[src/rtl/mac_dot_sequencer.sv]
// mac_dot_sequencer: initiator for the 4x4 MAC operand interface.
// Clears the MAC, issues one a/b/en beat per accepted operand pair, waits out
// the MAC pipeline and accumulate cycle, then offers the dot product.
// Ports: clk, rst (sync, active-high); start/len/busy command side;
// in_valid/in_ready/in_a/in_b operand stream; mac_a/mac_b/mac_en/mac_clr/mac_out
// to the MAC; res_valid/res_ready/res_data result side.
// Optional: define MAC_SEQ_ABORT_EN to add an abort input that cancels an
// operation in CLEAR, FEED or DRAIN.
module mac_dot_sequencer #(
   parameter int MAC_LATENCY = 3,
   parameter int LEN_W       = 8,
   parameter int ACC_W       = 16
) (
   input  logic             clk,
   input  logic             rst,
   input  logic             start,
   input  logic [LEN_W-1:0] len,
   output logic             busy,
   input  logic             in_valid,
   output logic             in_ready,
   input  logic [3:0]       in_a,
   input  logic [3:0]       in_b,
   output logic [3:0]       mac_a,
   output logic [3:0]       mac_b,
   output logic             mac_en,
   output logic             mac_clr,
   input  logic [ACC_W-1:0] mac_out,
`ifdef MAC_SEQ_ABORT_EN
   input  logic             abort,
`endif
   output logic             res_valid,
   input  logic             res_ready,
   output logic [ACC_W-1:0] res_data
);
   localparam int DW = $clog2(MAC_LATENCY + 2);
   // The last en is accumulated MAC_LATENCY+1 edges after DRAIN starts;
   // counting down from this value captures one edge after that.
   localparam logic [DW-1:0] DRAIN_LOAD = DW'(MAC_LATENCY + 1);
   typedef enum logic [2:0] {IDLE, CLEAR, FEED, DRAIN, DONE} state_t;
   state_t           state;
   logic [LEN_W-1:0] remaining;
   logic [DW-1:0]    drain;
   assign busy      = state != IDLE;
   assign in_ready  = state == FEED;
   assign mac_clr   = state == CLEAR;
   assign res_valid = state == DONE;
   always_ff @(posedge clk) begin
      if (rst) begin
         state     <= IDLE;
         mac_a     <= 4'd0;
         mac_b     <= 4'd0;
         mac_en    <= 1'b0;
         res_data  <= '0;
         remaining <= '0;
         drain     <= '0;
      end else begin
         mac_en <= 1'b0;
         case (state)
            IDLE: if (start) begin
               remaining <= len;
               state     <= CLEAR;
            end
            CLEAR: begin
               drain <= DRAIN_LOAD;
               state <= remaining == '0 ? DRAIN : FEED;
            end
            FEED: begin
               drain <= DRAIN_LOAD;
               if (in_valid) begin
                  mac_a     <= in_a;
                  mac_b     <= in_b;
                  mac_en    <= 1'b1;
                  remaining <= remaining - LEN_W'(1);
                  if (remaining == LEN_W'(1)) state <= DRAIN;
               end
            end
            DRAIN: if (drain == '0) begin
               res_data <= mac_out;
               state    <= DONE;
            end else begin
               drain <= drain - DW'(1);
            end
            DONE: if (res_ready) state <= IDLE;
            default: state <= IDLE;
         endcase
`ifdef MAC_SEQ_ABORT_EN
         if (abort && (state == CLEAR || state == FEED || state == DRAIN)) begin
            state  <= IDLE;
            mac_en <= 1'b0;
         end
`endif
      end
   end
endmodule

[config.mk]
export PLATFORM = sky130hd
export DESIGN_NAME = mac_dot_sequencer
export DESIGN_NICKNAME = d
export VERILOG_FILES = /design/src/rtl/mac_dot_sequencer.sv
export SDC_FILE = /design/constraint.sdc
export NUM_CORES = 1
export LEC_CHECK = 0
export ABC_AREA = 0
export CORE_MARGIN = 2
export CORE_UTILIZATION = 45
export CTS_CLUSTER_SIZE = 40
export DETAILED_ROUTE_END_ITERATION = 8
export DONT_BUFFER_PORTS = 1
export GPL_TIMING_DRIVEN = 0
export SYNTH_ARGS = -nofsm -noshare
export SYNTH_HDL_FRONTEND = slang
export SYNTH_SLANG_ARGS = --single-unit
[constraint.sdc]
create_clock -name clk -period 2 [get_ports clk]
set_clock_uncertainty 0.15 [all_clocks]
set_input_delay 0.3 -clock clk [delete_from_list [all_inputs] [get_ports clk]]
set_output_delay 0.3 -clock clk [all_outputs]
set_load 0.01 [all_outputs]
Yosys cells after proc, flatten, opt, wreduce, memory -nomap -nowiden. Index checks and enable logic that the tools add are counted.

Latch bits: 0. Memories: 0. Output and inout port bits: 29. Logic and storage cells: 47. Input bits: 37. Register bits after elaboration: 39. ROM bits: 0. Memory bits (writable): 0.

Order comparisons: 0. Multiply operators: 0. Shift operators: 0. Divide/modulo/power cells: 0. Reduce and logical (&&, ||, !) cells: 13. Bitwise operators: 1. Equal/unequal tests: 11. Mux-type cells: 13. Add/sub/neg operators: 2.

Operator list (count): $mux W3 (6); $mux W8 (2); $pmux W8 S2 (1); $pmux W3 S5 (1); $eq A8 B1 Y1 const B (1); $logic_not A8 Y1 (1); $ne A2 B2 Y1 const B (4); $sub A8 B1 Y8 const B (1); $eq A3 B2 Y1 const B (2); $logic_not A3 Y1 (2); $pmux W3 S2 (1); $reduce_and A2 Y1 (3); $reduce_and A5 Y1 (1); $ne A2 B1 Y1 const B (2); $reduce_bool A2 Y1 (2); $reduce_or A2 Y1 (2); $eq A3 B1 Y1 const B (1); $eq A3 B3 Y1 const B (1); $reduce_and A3 Y1 (1); $reduce_bool A3 Y1 (1); $sub A3 B1 Y3 const B (1); $mux W1 (2); $not A1 Y1 (1).

Depth between registers and ports, before layout. Gate-level depths: netlist of the first run.

Depth in word-level cells: 4. Depth in mapped cells: 7. Mapped depth without buffers: 6.

Least setup slack after synthesis of the first run. Ideal clock, no wire load.

Path type: register to register. Start point: register remaining[0]. End point: register remaining[6]. Cell stages (with the launch flop): 7. Period minus slack after synthesis: 1.858 ns. Slack: 0.142 ns. Path buffers: 0. Setup time: 0.153 ns. Data required time: 1.697 ns. Arrival: 1.555 ns. Path through: dfxtp_1 inv_1 ha_1 or3b_2 or3_1 o22ai_1 a211oi_1.

Cells in the longest elaborated chain, start to end: 3.

RTL lines: from (decl) (RTL line 41) `logic [LEN_W-1:0] remaining;`; from (signal assigned) (RTL line 60) `remaining <= len;`; from (signal assigned) (RTL line 73) `remaining <= remaining - LEN_W'(1);`; $sub A8 B1 Y8 (RTL line 73); $mux W8 (RTL line 69) `if (in_valid) begin`; $pmux W8 S2 (RTL line 58) `case (state)`.

Every way passes these cells. The select of a mux whose other input is x is not followed. A chain may end at the register's enable or synchronous reset.

Worst setup path after layout of the first run.
Start point: register state[1]. End point: output port in_ready.

Cells in the longest elaborated chain, start to end: 1.

RTL lines: from (decl) (RTL line 40) `state_t state;`; from (signal assigned) (RTL line 65) `state <= remaining == '0 ? DRAIN : FEED;`; $eq A3 B2 Y1 (RTL line 44) `assign in_ready = state == FEED;`; to (decl) (RTL line 20) `output logic in_ready,`.

Every way passes these cells.

==> Implementation_results.wiki, run 1 <==
{| class="wikitable"
! Metric !! Value
|-
| Fill count || 341
|-
| Latest clock arrival within the worst-skew pair || 0.28 ns
|-
| Slack of the critical path || 0.0924 ns
|-
| Buffers on Ports || 0
|-
| Slew HR || 63.8%
|-
| Final Instance Count excl. Fillers || 294
|-
| Highest achievable clock rate || 524 MHz
|-
| Critical Path Source Type || register
|-
| Number of DRC violations after detailed routing || 0
|-
| RSZ-0062 raised after global routing || false
|-
| Placement Rows || 22
|-
| Required time at the worst-slack endpoint || 1.55 ns
|-
| Crit path kind || register to output pin
|-
| Clk buf depth || 2
|-
| Worst-path clk slew || 0.07 ns
|-
| Number of placed I/O pins || 66
|-
| Most used DFF post-synth || sky130_fd_sc_hd__dfxtp_1
|-
| Largest fanout on the critical path || 10
|-
| Worst hold path class || input pin to register
|-
| Worst path arrival time || 1.46 ns
|-
| GP Congestion || 0.823
|-
| Residual antenna-violating net count after detailed routing || 0
|-
| EDFF count, synth || 0
|-
| Syn_nets || 263
|-
| Share of synthesized flip-flops with an asynchronous set or reset || 0%
|-
| Vertical die dimension || 66.7 µm
|-
| Vias || 1620
|-
| Leakage power || 0.749 nW
|-
| Final Max Tran Viols || 0
|-
| Number of buffers added by the clock tree synthesis step || 5
|-
| Share of cells above drive strength 1 || 11.4%
|-
| Mean number of vias per cell || 5.51
|-
| Pwr/cell area || 950 nW/µm²
|-
| Area after DPL || 1830 µm²
|-
| Pre-CTS setup slack || 0.0130 ns
|-
| Cell count after placement || 269
|-
| Startpoint of the lowest-slack register-to-register path || drain[0]
|-
| Post-synthesis register bit count || 39
|-
| Maximum level of the CTS H-tree || 2
|-
| Non-Filler Cell Area, Final || 2120 µm²
|-
| DR pass1 iterations || 4
|-
| Sum of internal, switching and leakage power || 2.01 mW
|-
| Final hold violations || 0
|-
| Utilization after layout || 57.0%
|-
| Wirelength per Cell || 14.9 µm
|-
| Post-CTS setup buffer count || 0
|-
| Sink Count || 39
|-
| Final total negative setup slack || 0 ns
|-
| Post-route clock period utilization || 95.4%
|-
| Status || completed
|-
| Final Routed Wirelength || 4.37 mm
|-
| Count of endpoints failing setup in the final report || 0
|-
| Violation count after the first detailed-route iteration || 83
|-
| Worst-Margin Slew || 0.540 ns
|-
| Max cap viols || 0
|-
| Residual overflow from global routing || 0
|-
| Initial standard-cell utilization of the core || 47.6%
|-
| TritonCTS clock tree || done
|-
| Synthesized area divided by synthesized cell count || 8.01 µm²
|-
| Worst Setup SP || state[1]
|-
| Yosys warnings || 0
|-
| DPL Wire Length || 3.17 mm
|-
| Number of nets in the finished design || 289
|-
| Netlist area before placement || 1770 µm²
|-
| Min Clock Period, post-route || 1.91 ns
|-
| Die ar. || 4450 µm²
|-
| First-pass GRT wire length || 7.10 mm
|-
| Root Buffer || sky130_fd_sc_hd__clkbuf_8
|-
| Number of distinct library cells after synthesis || 37
|-
| Antenna diodes || 0
|-
| Signed area change from the synthesized netlist to the final layout || 19.6%
|-
| Global router's overall resource usage || 21.2%
|-
| Worst Setup End Kind || output pin
|-
| Final Hold Slack || 0.0103 ns
|-
| Number of antenna violations at the first check in global routing || 0
|-
| Hold_sp || in_a[2]
|-
| Number of instances in the synthesized netlist || 221
|-
| Worst ir drop on vdd || 0.000503 V
|-
| Pin count of the biggest net entering global routing || 12
|-
| Sequential cell area fraction in the yosys report || 44.1%
|-
| Number of global-route vias before repair || 1562
|-
| Die width || 66.7 µm
|-
| Core area || 3720 µm²
|}
worst max-delay path: stages (launching register included):
cell and delay [ns]:
sky130_fd_sc_hd__dfxtp_1 0.31, sky130_fd_sc_hd__buf_4 0.14, sky130_fd_sc_hd__or3b_4 0.43, sky130_fd_sc_hd__inv_2 0.10
sky130_fd_sc_hd__buf_4 0.20
timing repair:
action | 4_1_cts | 5_1_grt
gates resized for setup | 1 | 7
endpoints found under the hold margin | 19 | 0
hold buffers | 19 | 0
endpoints found under the setup margin | 1 | 7
layer usage:
layer	part of all wire (%)	global-route usage [%]	wire length (µm)
met4	2.0	7.14	89
met1	41	25.1	1790
met2	49	35.5	2160
met5	0	0	0
met3	7.4	7.43	324
where the power goes:
part | switching (mW) | total, mW | internal (mW)
clock | 0.250 | 0.481 | 0.231
combinational | 0.336 | 0.590 | 0.254
sequential | 0.0806 | 0.940 | 0.859
registers in the layout, summed over array words and instances (netlist names):
name,flops
drain,3
state,3
mac_b,4
res_data,16
mac_en,1
mac_a,4
remaining,8
cells by family (layout without fill, tap and decap cells):
family          Yosys count  count (layout)  share of synthesized area, %
buf+inv                  22              47                          6.22
simple gates             91              91                          24.4
flops                    39              39                          44.1
fa+ha+maj                 5               5                          3.53
mux                       2               2                          1.13
compound gates           62              62                          20.6
final cells by class:
type	instances	area, µm²	area share (%)
Tap cell	48	60.1	2.84
Clock buffer	5	68.8	3.25
Clock inverter	1	7.51	0.355
Buffer	14	80.1	3.78
Timing Repair Buffer	19	190	8.98
Inverter	8	30.0	1.42
Multi-Input combinational cell	160	898	42.4
Sequential cell	39	782	36.9
worst paths after layout:
kind / depth (start not counted) / slack [ns] / end
worst min-delay path: 2 / 0.01 / mac_a[2]
worst max-delay path: 4 / 0.09 / in_ready
worst max register to register: 7 / 0.14 / res_data[7]
worst min register to register: 2 / 0.35 / res_data[3]
synth_stat cells, types with 3 or more instances:
cell,instances,area share [%]
sky130_fd_sc_hd__a211oi_1,6,2.5
sky130_fd_sc_hd__a21oi_1,36,10
sky130_fd_sc_hd__and2_1,4,1.4
sky130_fd_sc_hd__o21ai_0,6,1.7
sky130_fd_sc_hd__o31ai_1,3,1.3
sky130_fd_sc_hd__ha_1,5,3.5
sky130_fd_sc_hd__inv_1,7,1.5
sky130_fd_sc_hd__nand2_1,53,11
sky130_fd_sc_hd__or3_1,5,1.8
sky130_fd_sc_hd__nor2_1,10,2.1
sky130_fd_sc_hd__clkbuf_1,6,1.3
sky130_fd_sc_hd__nor3_1,4,1.1
sky130_fd_sc_hd__buf_2,4,1.1
sky130_fd_sc_hd__dfxtp_1,39,44
sky130_fd_sc_hd__a21o_1,3,1.3
cell usage in the layout, fill, tap and decap left out, types with 2 or more instances in the layout:
master                          synthesis  final
sky130_fd_sc_hd__nor2_1                10     10
sky130_fd_sc_hd__or3b_4                 1      2
sky130_fd_sc_hd__inv_2                  1      3
sky130_fd_sc_hd__or4_4                  2      2
sky130_fd_sc_hd__dlygate4sd3_1          0     19
sky130_fd_sc_hd__ha_1                   5      4
sky130_fd_sc_hd__or3_1                  5      5
sky130_fd_sc_hd__nand3b_1               2      2
sky130_fd_sc_hd__mux2i_1                2      2
sky130_fd_sc_hd__clkbuf_1               6      6
sky130_fd_sc_hd__inv_1                  7      5
sky130_fd_sc_hd__a211oi_1               6      6
sky130_fd_sc_hd__and2_1                 4      4
sky130_fd_sc_hd__o31ai_1                3      3
sky130_fd_sc_hd__nand2_1               53     52
sky130_fd_sc_hd__o32ai_1                2      2
sky130_fd_sc_hd__o21ai_0                6      6
sky130_fd_sc_hd__clkbuf_8               0      5
sky130_fd_sc_hd__a21oi_1               36     36
sky130_fd_sc_hd__buf_4                  2      2
sky130_fd_sc_hd__buf_6                  2      2
sky130_fd_sc_hd__nor3b_1                2      2
sky130_fd_sc_hd__a21o_1                 3      3
sky130_fd_sc_hd__nand2b_1               2      2
sky130_fd_sc_hd__buf_2                  4      4
sky130_fd_sc_hd__dfxtp_1               39     38
sky130_fd_sc_hd__nor3_1                 4      3
No activity file was read; power rests on OpenSTA's default activity.
==> run 2, diff against run 1 <==
--- a/config.mk
+++ b/config.mk
@@ -6,7 +6,7 @@
 export NUM_CORES = 1
 export LEC_CHECK = 0
 export ABC_AREA = 0
-export CORE_MARGIN = 2
+export CORE_MARGIN = 10
 export CORE_UTILIZATION = 45
 export CTS_CLUSTER_SIZE = 40
 export DETAILED_ROUTE_END_ITERATION = 8
==> Implementation_results.wiki, run 2 (synthesis gave the netlist of run 1 again) <==
{| class="wikitable"
! Metric !! Value
|-
| Register name with the most flops || res_data
|-
| Sink Count || 39 (unchanged)
|-
| Number of DRC violations after detailed routing || 0 (unchanged)
|-
| Maximum level of the CTS H-tree || 2 (unchanged)
|-
| Signed area change from the synthesized netlist to the final layout || 20.4%
|-
| Critical Path Source Type || register
|-
| Worst-path clk slew || 0.07 ns (about the same)
|-
| Clk buf depth || 2 (unchanged)
|-
| Vertical die dimension || 82.7 µm (+24%)
|-
| Status || completed
|-
| Latest clock arrival within the worst-skew pair || 0.28 ns (about the same)
|-
| Die ar. || 6840 µm² (+54%)
|-
| First-pass GRT wire length || 7.74 mm (+9.0%)
|-
| CP cell instances || buf_6, or3b_4, inv_2, buf_4
|-
| Hold_sp || mac_out[1]
|-
| Biggest registers after layout || res_data (16), remaining (8)
|-
| Worst Setup SP || state[0]
|-
| Final Hold Slack || 0.0131 ns (+0.00279 ns)
|-
| Required time at the worst-slack endpoint || 1.55 ns (about the same)
|-
| TritonCTS clock tree || done
|-
| Post-route clock period utilization || 95.3% (about the same)
|-
| Non-Filler Cell Area, Final || 2130 µm² (+0.65%)
|-
| Initial standard-cell utilization of the core || 47.3% (-0.35 points)
|-
| Final Max Tran Viols || 0 (unchanged)
|-
| Min Clock Period, post-route || 1.91 ns (-0.00134 ns)
|-
| Root Buffer || sky130_fd_sc_hd__clkbuf_8
|-
| Pin count of the biggest net entering global routing || 12 (unchanged)
|-
| Number of antenna violations at the first check in global routing || 0 (unchanged)
|-
| Area after DPL || 1830 µm² (unchanged)
|-
| Share of cells above drive strength 1 || 10.8% (-0.54 points)
|-
| Leading cell type in the layout, fill and taps excluded || sky130_fd_sc_hd__nand2_1
|-
| Leakage power || 0.759 nW (+1.3%)
|-
| Buffers on Ports || 0 (unchanged)
|-
| Final hold violations || 0 (unchanged)
|-
| Combined buffer and inverter count along the critical path || 3 (unchanged)
|-
| Number of nets in the finished design || 290 (+0.35%)
|-
| Residual overflow from global routing || 0 (unchanged)
|-
| Crit-path max cell delay || 0.44 ns (about the same)
|-
| Wirelength per Cell || 16.6 µm (+12%)
|-
| Flip-flop count of the largest register, all copies and words added || 16 (unchanged)
|-
| Placement Rows || 22 (unchanged)
|-
| Antenna diodes || 0 (unchanged)
|-
| Pwr/cell area || 952 nW/µm² (+0.26%)
|-
| Worst hold path class || input pin to register
|-
| Max cap viols || 0 (unchanged)
|-
| Largest fanout on the critical path || 10 (unchanged)
|-
| Fill count || 354 (+3.8%)
|-
| Slew HR || 62.2% (-1.6 points)
|-
| Residual antenna-violating net count after detailed routing || 0 (unchanged)
|-
| Worst path arrival time || 1.46 ns (about the same)
|-
| Commonest non-fill, non-tap cells in the layout || 52 x sky130_fd_sc_hd__nand2_1, 39 x sky130_fd_sc_hd__dfxtp_1, 36 x sky130_fd_sc_hd__a21oi_1, 20 x sky130_fd_sc_hd__dlygate4sd3_1, 10 x sky130_fd_sc_hd__nor2_1
|-
| Slowest stage cell, crit path || sky130_fd_sc_hd__or3b_4
|-
| Dominant delay contributor by cell family on the critical path || simple AND/OR/NAND/NOR gates
|-
| Worst ir drop on vdd || 0.000474 V (-5.8%)
|-
| RSZ-0062 raised after global routing || false
|-
| Highest achievable clock rate || 525 MHz (about the same)
|-
| GP Congestion || 0.864 (+5.0%)
|-
| Startpoint of the lowest-slack register-to-register path || remaining[0]
|-
| Global router's overall resource usage || 14.4% (-6.8 points)
|-
| Worst r2r path cells || 6 (-1)
|-
| Count of cells along the worst hold path || 2 (unchanged)
|-
| Number of buffers added by the clock tree synthesis step || 5 (unchanged)
|-
| Crit path kind || register to output pin
|-
| Vias || 1622 (+0.12%)
|-
| DR pass1 iterations || 4 (unchanged)
|-
| DPL Wire Length || 3.70 mm (+17%)
|-
| Worst-Margin Slew || 0.564 ns (+0.0243 ns)
|-
| Final Routed Wirelength || 4.93 mm (+13%)
|-
| Die width || 82.7 µm (+24%)
|-
| Number of global-route vias before repair || 1698 (+8.7%)
|-
| Violation count after the first detailed-route iteration || 97 (+17%)
|-
| Number of placed I/O pins || 66 (unchanged)
|-
| Cell depth of the worst setup path || 4 (unchanged)
|-
| Worst Setup End Kind || output pin
|-
| Count of endpoints failing setup in the final report || 0 (unchanged)
|-
| Core area || 3740 µm² (+0.74%)
|-
| Post-CTS setup buffer count || 0 (unchanged)
|-
| Mean number of vias per cell || 5.46 (-0.89%)
|}
-- run 2: cell type report --
cell class / instances / area (µm²) / share of cell area [%]
well taps: 48 / 60.1 / 2.82
multi-input cells: 160 / 898 / 42.2
inverters: 8 / 30.0 / 1.41
plain buffers: 14 / 80.1 / 3.76
clock inverters: 1 / 5.00 / 0.235
repair buffers: 20 / 200 / 9.40
flip-flops and latches: 39 / 781 / 36.6
clock buffers: 7 / 76.3 / 3.58
-- run 2: worst paths after layout --
path	endpoint	slack, ns
hold / removal	res_data[1]	0.01
setup reg to reg	remaining[6]	0.11
hold reg to reg	drain[2]	0.34
setup / recovery	in_ready	0.09
-- run 2: stage by stage --
stage / power (mW) / utilization, % / instances / worst slack [ns] / setup TNS [ns]
after floorplan: 1.37 / - / 221 / 0.142 / 0
after global placement: 1.46 / 48.9 / 269 / 0.0377 / 0
after global routing: 2.16 / 56.9 / 297 / 0.00279 / 0
final: 2.03 / 56.9 / 297 / 0.0937 / 0
after detailed placement: 1.49 / 48.9 / 269 / -0.0307 / -0.0307
after CTS: 2.03 / 56.5 / 297 / 0.0541 / 0
-- run 2: per-layer routing --
metal,track usage [%],share of wire (%)
met5,0,0
met4,6.02,1.7
met3,5.72,6.7
met2,22.8,51
met1,16.9,41
-- run 2: worst register-to-register path, cell delays in order (launching register included) --
cell and delay (ns):
sky130_fd_sc_hd__dfxtp_1 0.36, sky130_fd_sc_hd__inv_2 0.09, sky130_fd_sc_hd__ha_2 0.19, sky130_fd_sc_hd__or3b_4 0.41, sky130_fd_sc_hd__or3_1 0.32, sky130_fd_sc_hd__o22ai_1 0.15, sky130_fd_sc_hd__a211oi_1 0.09
-- run 2: where the power goes --
part | leakage, nW | total [mW] | internal (mW) | switching, mW
clock | 0.0422 | 0.501 | 0.245 | 0.256
sequential | 0.317 | 0.939 | 0.858 | 0.0810
combinational | 0.399 | 0.590 | 0.257 | 0.333
total | 0.759 | 2.03 | 1.36 | 0.670
-- run 2: what timing repair did --
item / in CTS / in global routing
cloned: 0 / 0
hold endpoints to repair: 20 / 0
pin swaps: 0 / 0
hold buffers: 20 / 0
endpoints found under the setup margin: 1 / 11
gates resized for setup: 1 / 6
==> run 3, diff against run 2 <==
--- a/config.mk
+++ b/config.mk
@@ -5,7 +5,7 @@
 export SDC_FILE = /design/constraint.sdc
 export NUM_CORES = 1
 export LEC_CHECK = 0
-export ABC_AREA = 0
+export ABC_AREA = 1
 export CORE_MARGIN = 10
 export CORE_UTILIZATION = 45
 export CTS_CLUSTER_SIZE = 40
==> Implementation_results.wiki, run 3 <==
{| class="wikitable"
! Metric !! Value
|-
| Worst-path clk slew || 0.07 ns (about the same)
|-
| Vias || 1663 (+2.5%)
|-
| Sequential cell area fraction in the yosys report || 42.9% (-1.2 points)
|-
| Hold_sp || mac_out[13]
|-
| Final total negative setup slack || 0 ns (unchanged)
|-
| Mean number of vias per cell || 4.88 (-11%)
|-
| DR pass1 iterations || 4 (unchanged)
|-
| RSZ-0062 raised after global routing || false
|-
| Final hold violations || 0 (unchanged)
|-
| Status || completed
|-
| Fill count || 390 (+10%)
|-
| Count of cells along the worst hold path || 2 (unchanged)
|-
| Vertical die dimension || 83.6 µm (+1.0%)
|-
| Number of nets in the finished design || 332 (+14%)
|-
| Die width || 83.6 µm (+1.0%)
|-
| Dominant delay contributor by cell family on the critical path || buffers and inverters
|-
| Count of endpoints failing setup in the final report || 0 (unchanged)
|-
| Final Routed Wirelength || 4.71 mm (-4.5%)
|-
| Number of global-route vias before repair || 1700 (+0.12%)
|-
| Initial standard-cell utilization of the core || 46.1% (-1.2 points)
|-
| Worst Setup End Kind || output pin
|-
| Placement Rows || 23 (+4.5%)
|-
| Sink Count || 39 (unchanged)
|-
| Logic pwr share || 41.4% (+12 points)
|-
| Max cap viols || 0 (unchanged)
|-
| Wirelength per Cell || 13.8 µm (-17%)
|-
| Latest clock arrival within the worst-skew pair || 0.29 ns (about the same)
|-
| Sw power || 1.26 mW (+88%)
|-
| Netlist area before placement || 1820 µm² (+2.7%)
|-
| Number of buffers added by the clock tree synthesis step || 5 (unchanged)
|-
| Core area || 3940 µm² (+5.3%)
|-
| Syn_nets || 309 (+17%)
|-
| Crit-path max cell delay || 0.39 ns (-0.05 ns)
|-
| Post-route clock period utilization || 87.2% (-8.1 points)
|-
| EDFF count, synth || 0 (unchanged)
|-
| Share of total power consumed by net switching || 42.2% (+9.1 points)
|-
| Number of placed I/O pins || 66 (unchanged)
|-
| Multi-input gate area in the final layout || 898 µm² (unchanged)
|-
| Worst r2r path cells || 9 (+3)
|-
| Share of synthesized flip-flops with an asynchronous set or reset || 0% (unchanged)
|-
| Cell type contributing the most total cell area after synthesis || sky130_fd_sc_hd__dfxtp_1
|-
| Power share of the sequential group || 39.0% (-7.3 points)
|-
| Critical R2R Capture || drain[2]
|-
| Count leader, synth || sky130_fd_sc_hd__nor2_1
|-
| Slowest stage cell, crit path || sky130_fd_sc_hd__dfxtp_1
|-
| Required time at the worst-slack endpoint || 1.55 ns (about the same)
|-
| Worst hold path class || input pin to register
|-
| Post-CTS setup buffer count || 0 (unchanged)
|-
| Crit path kind || register to output pin
|-
| Yosys warnings || 0 (unchanged)
|-
| CP cell instances || inv_2, nand3_2, inv_1, buf_2
|-
| Combined buffer and inverter count along the critical path || 3 (unchanged)
|-
| Die ar. || 6980 µm² (+2.0%)
|-
| Internal power component || 1.73 mW (+27%)
|-
| Largest fanout on the critical path || 10 (unchanged)
|-
| Worst Setup SP || state[2]
|-
| Residual antenna-violating net count after detailed routing || 0 (unchanged)
|-
| Final Max Tran Viols || 0 (unchanged)
|-
| R2R Setup Slk || 0.29 ns (+0.18 ns)
|-
| Pin count of the biggest net entering global routing || 13 (+1)
|-
| Startpoint of the lowest-slack register-to-register path || drain[0]
|-
| Share of cells above drive strength 1 || 7.90% (-2.9 points)
|-
| Register name with the most flops || res_data
|-
| Number of DRC violations after detailed routing || 0 (unchanged)
|-
| Signed area change from the synthesized netlist to the final layout || 18.4%
|-
| Min Clock Period, post-route || 1.74 ns (-0.162 ns)
|-
| Post-synthesis register bit count || 39 (unchanged)
|-
| Leakage power || 1.01 nW (+34%)
|-
| Flip-flop count of the largest register, all copies and words added || 16 (unchanged)
|-
| DPL Wire Length || 3.45 mm (-6.6%)
|-
| Number of instances in the synthesized netlist || 267 (+21%)
|-
| Most used DFF post-synth || sky130_fd_sc_hd__dfxtp_1
|-
| Buffers on Ports || 0 (unchanged)
|-
| Worst hold path endpoint || res_data[13]
|-
| Proportion of netlist area held by the largest area contributor || 42.9% (-1.2 points)
|-
| Maximum level of the CTS H-tree || 2 (unchanged)
|-
| Critical Path Source Type || register
|-
| TritonCTS clock tree || done
|-
| Clock network power share || 19.6% (-5.1 points)
|-
| First-pass GRT wire length || 8.11 mm (+4.7%)
|-
| Violation count after the first detailed-route iteration || 121 (+25%)
|-
| Root Buffer || sky130_fd_sc_hd__clkbuf_8
|-
| Cell types with the highest counts after synthesis || 70 x sky130_fd_sc_hd__nor2_1, 49 x sky130_fd_sc_hd__nand2_1, 39 x sky130_fd_sc_hd__dfxtp_1, 29 x sky130_fd_sc_hd__o21ai_0, 22 x sky130_fd_sc_hd__inv_1
|-
| Commonest non-fill, non-tap cells in the layout || 70 x sky130_fd_sc_hd__nor2_1, 49 x sky130_fd_sc_hd__nand2_1, 39 x sky130_fd_sc_hd__dfxtp_1, 29 x sky130_fd_sc_hd__o21ai_0, 22 x sky130_fd_sc_hd__inv_1
|-
| Worst ir drop on vdd || 0.000578 V (+22%)
|-
| Clk buf depth || 2 (unchanged)
|-
| Leading cell type in the layout, fill and taps excluded || sky130_fd_sc_hd__nor2_1
|-
| Global router's overall resource usage || 13.7% (-0.72 points)
|-
| Biggest registers after layout || res_data (16), remaining (8)
|-
| Utilization after layout || 54.6% (-2.3 points)
|-
| Number of antenna violations at the first check in global routing || 0 (unchanged)
|-
| Worst path arrival time || 1.29 ns (-0.17 ns)
|-
| Antenna diodes || 0 (unchanged)
|-
| Residual overflow from global routing || 0 (unchanged)
|-
| GP Congestion || 0.796 (-7.9%)
|-
| Top area cells in the synthesized netlist || sky130_fd_sc_hd__dfxtp_1 43%, sky130_fd_sc_hd__nor2_1 14%, sky130_fd_sc_hd__nand2_1 10%
|-
| Synthesized area divided by synthesized cell count || 6.81 µm² (-15%)
|-
| Slew HR || 69.4% (+7.2 points)
|-
| Pwr/cell area || 1390 nW/µm² (+45%)
|-
| Highest achievable clock rate || 573 MHz (+9.3%)
|-
| Worst-Margin Slew || 0.459 ns (-0.105 ns)
|-
| Number of distinct library cells after synthesis || 23 (-38%)
|-
| Flip-flop and latch area || 781 µm² (unchanged)
|}
[run 3: cells by family after synthesis]
group | after synthesis | synth area share (%)
flops | 39 | 42.9
fa+ha+maj | 5 | 3.44
xor+xnor | 1 | 0.482
buf+inv | 35 | 7.91
simple gates | 141 | 32.6
compound gates | 46 | 12.7
[run 3: worst reg2reg max path, cell delays in order, from the launching register on]
cell,delay (ns)
sky130_fd_sc_hd__dfxtp_1,0.32
sky130_fd_sc_hd__inv_1,0.10
sky130_fd_sc_hd__ha_1,0.15
sky130_fd_sc_hd__nand2_1,0.10
sky130_fd_sc_hd__nor3_4,0.28
sky130_fd_sc_hd__inv_2,0.18
sky130_fd_sc_hd__nand2_4,0.13
sky130_fd_sc_hd__inv_2,0.04
sky130_fd_sc_hd__nand2_1,0.07
sky130_fd_sc_hd__a21oi_1,0.06
[run 3: worst max path at each step]
| stage | endpoint | cells past startpoint | slack (ns) |
|---|---|---|---|
| global route | in_ready | 4 | 0.11 |
| detailed placement | mac_a[0] | 6 | 0.21 |
| global placement | mac_a[0] | 6 | 0.24 |
| finish | in_ready | 4 | 0.26 |
| CTS | mac_a[0] | 6 | 0.21 |
| floorplan | drain[0] | 9 | 0.54 |
[run 3: what timing repair did]
action | CTS | global route
setup endpoints to repair | 0 | 4
hold endpoints to repair | 16 | 0
hold buffers | 16 | 0
resized for setup | 0 | 2
[run 3: through the flow]
step / hold slack [ns] / setup WS (ns) / cell area (µm²) / power, mW / instances
floorplan: 0.285 / 0.542 / 1820 / 2.12 / 267
global placement: 0.287 / 0.241 / 1880 / 2.37 / 317
detailed placement: 0.294 / 0.212 / 1880 / 2.37 / 317
CTS: 0.000574 / 0.210 / 2140 / 3.00 / 341
global route: 0.00357 / 0.108 / 2150 / 3.30 / 341
finish: 0.00475 / 0.255 / 2150 / 2.98 / 341
[run 3: per-layer routing]
layer	vias up	global-route usage (%)	wire (µm)
met3	6	7.62	553
li1	885	-	-
met5	-	0	0
met4	0	4.11	48
met2	49	19.2	1970
met1	723	17.1	2130
[run 3: power groups by stage]
| stage | registers (mW) | logic [mW] | clock network (mW) |
|---|---|---|---|
| final | 1.16 | 1.24 | 0.584 |
| after global routing | 1.20 | 1.46 | 0.637 |
| after CTS | 1.17 | 1.23 | 0.603 |
| after detailed placement | 1.18 | 1.19 | 0 |
| after global placement | 1.18 | 1.19 | 0 |
| after floorplan | 1.14 | 0.978 | 0 |
[run 3: area by class of cell]
class | count | share of cell area (%)
tap | 50 | 2.91
timing repair buffer | 16 | 7.44
multi-input combinational | 193 | 41.7
clock buffer | 7 | 4.47
buffer | 9 | 2.15
inverter | 26 | 4.71
clock inverter | 1 | 0.349
sequential | 39 | 36.3
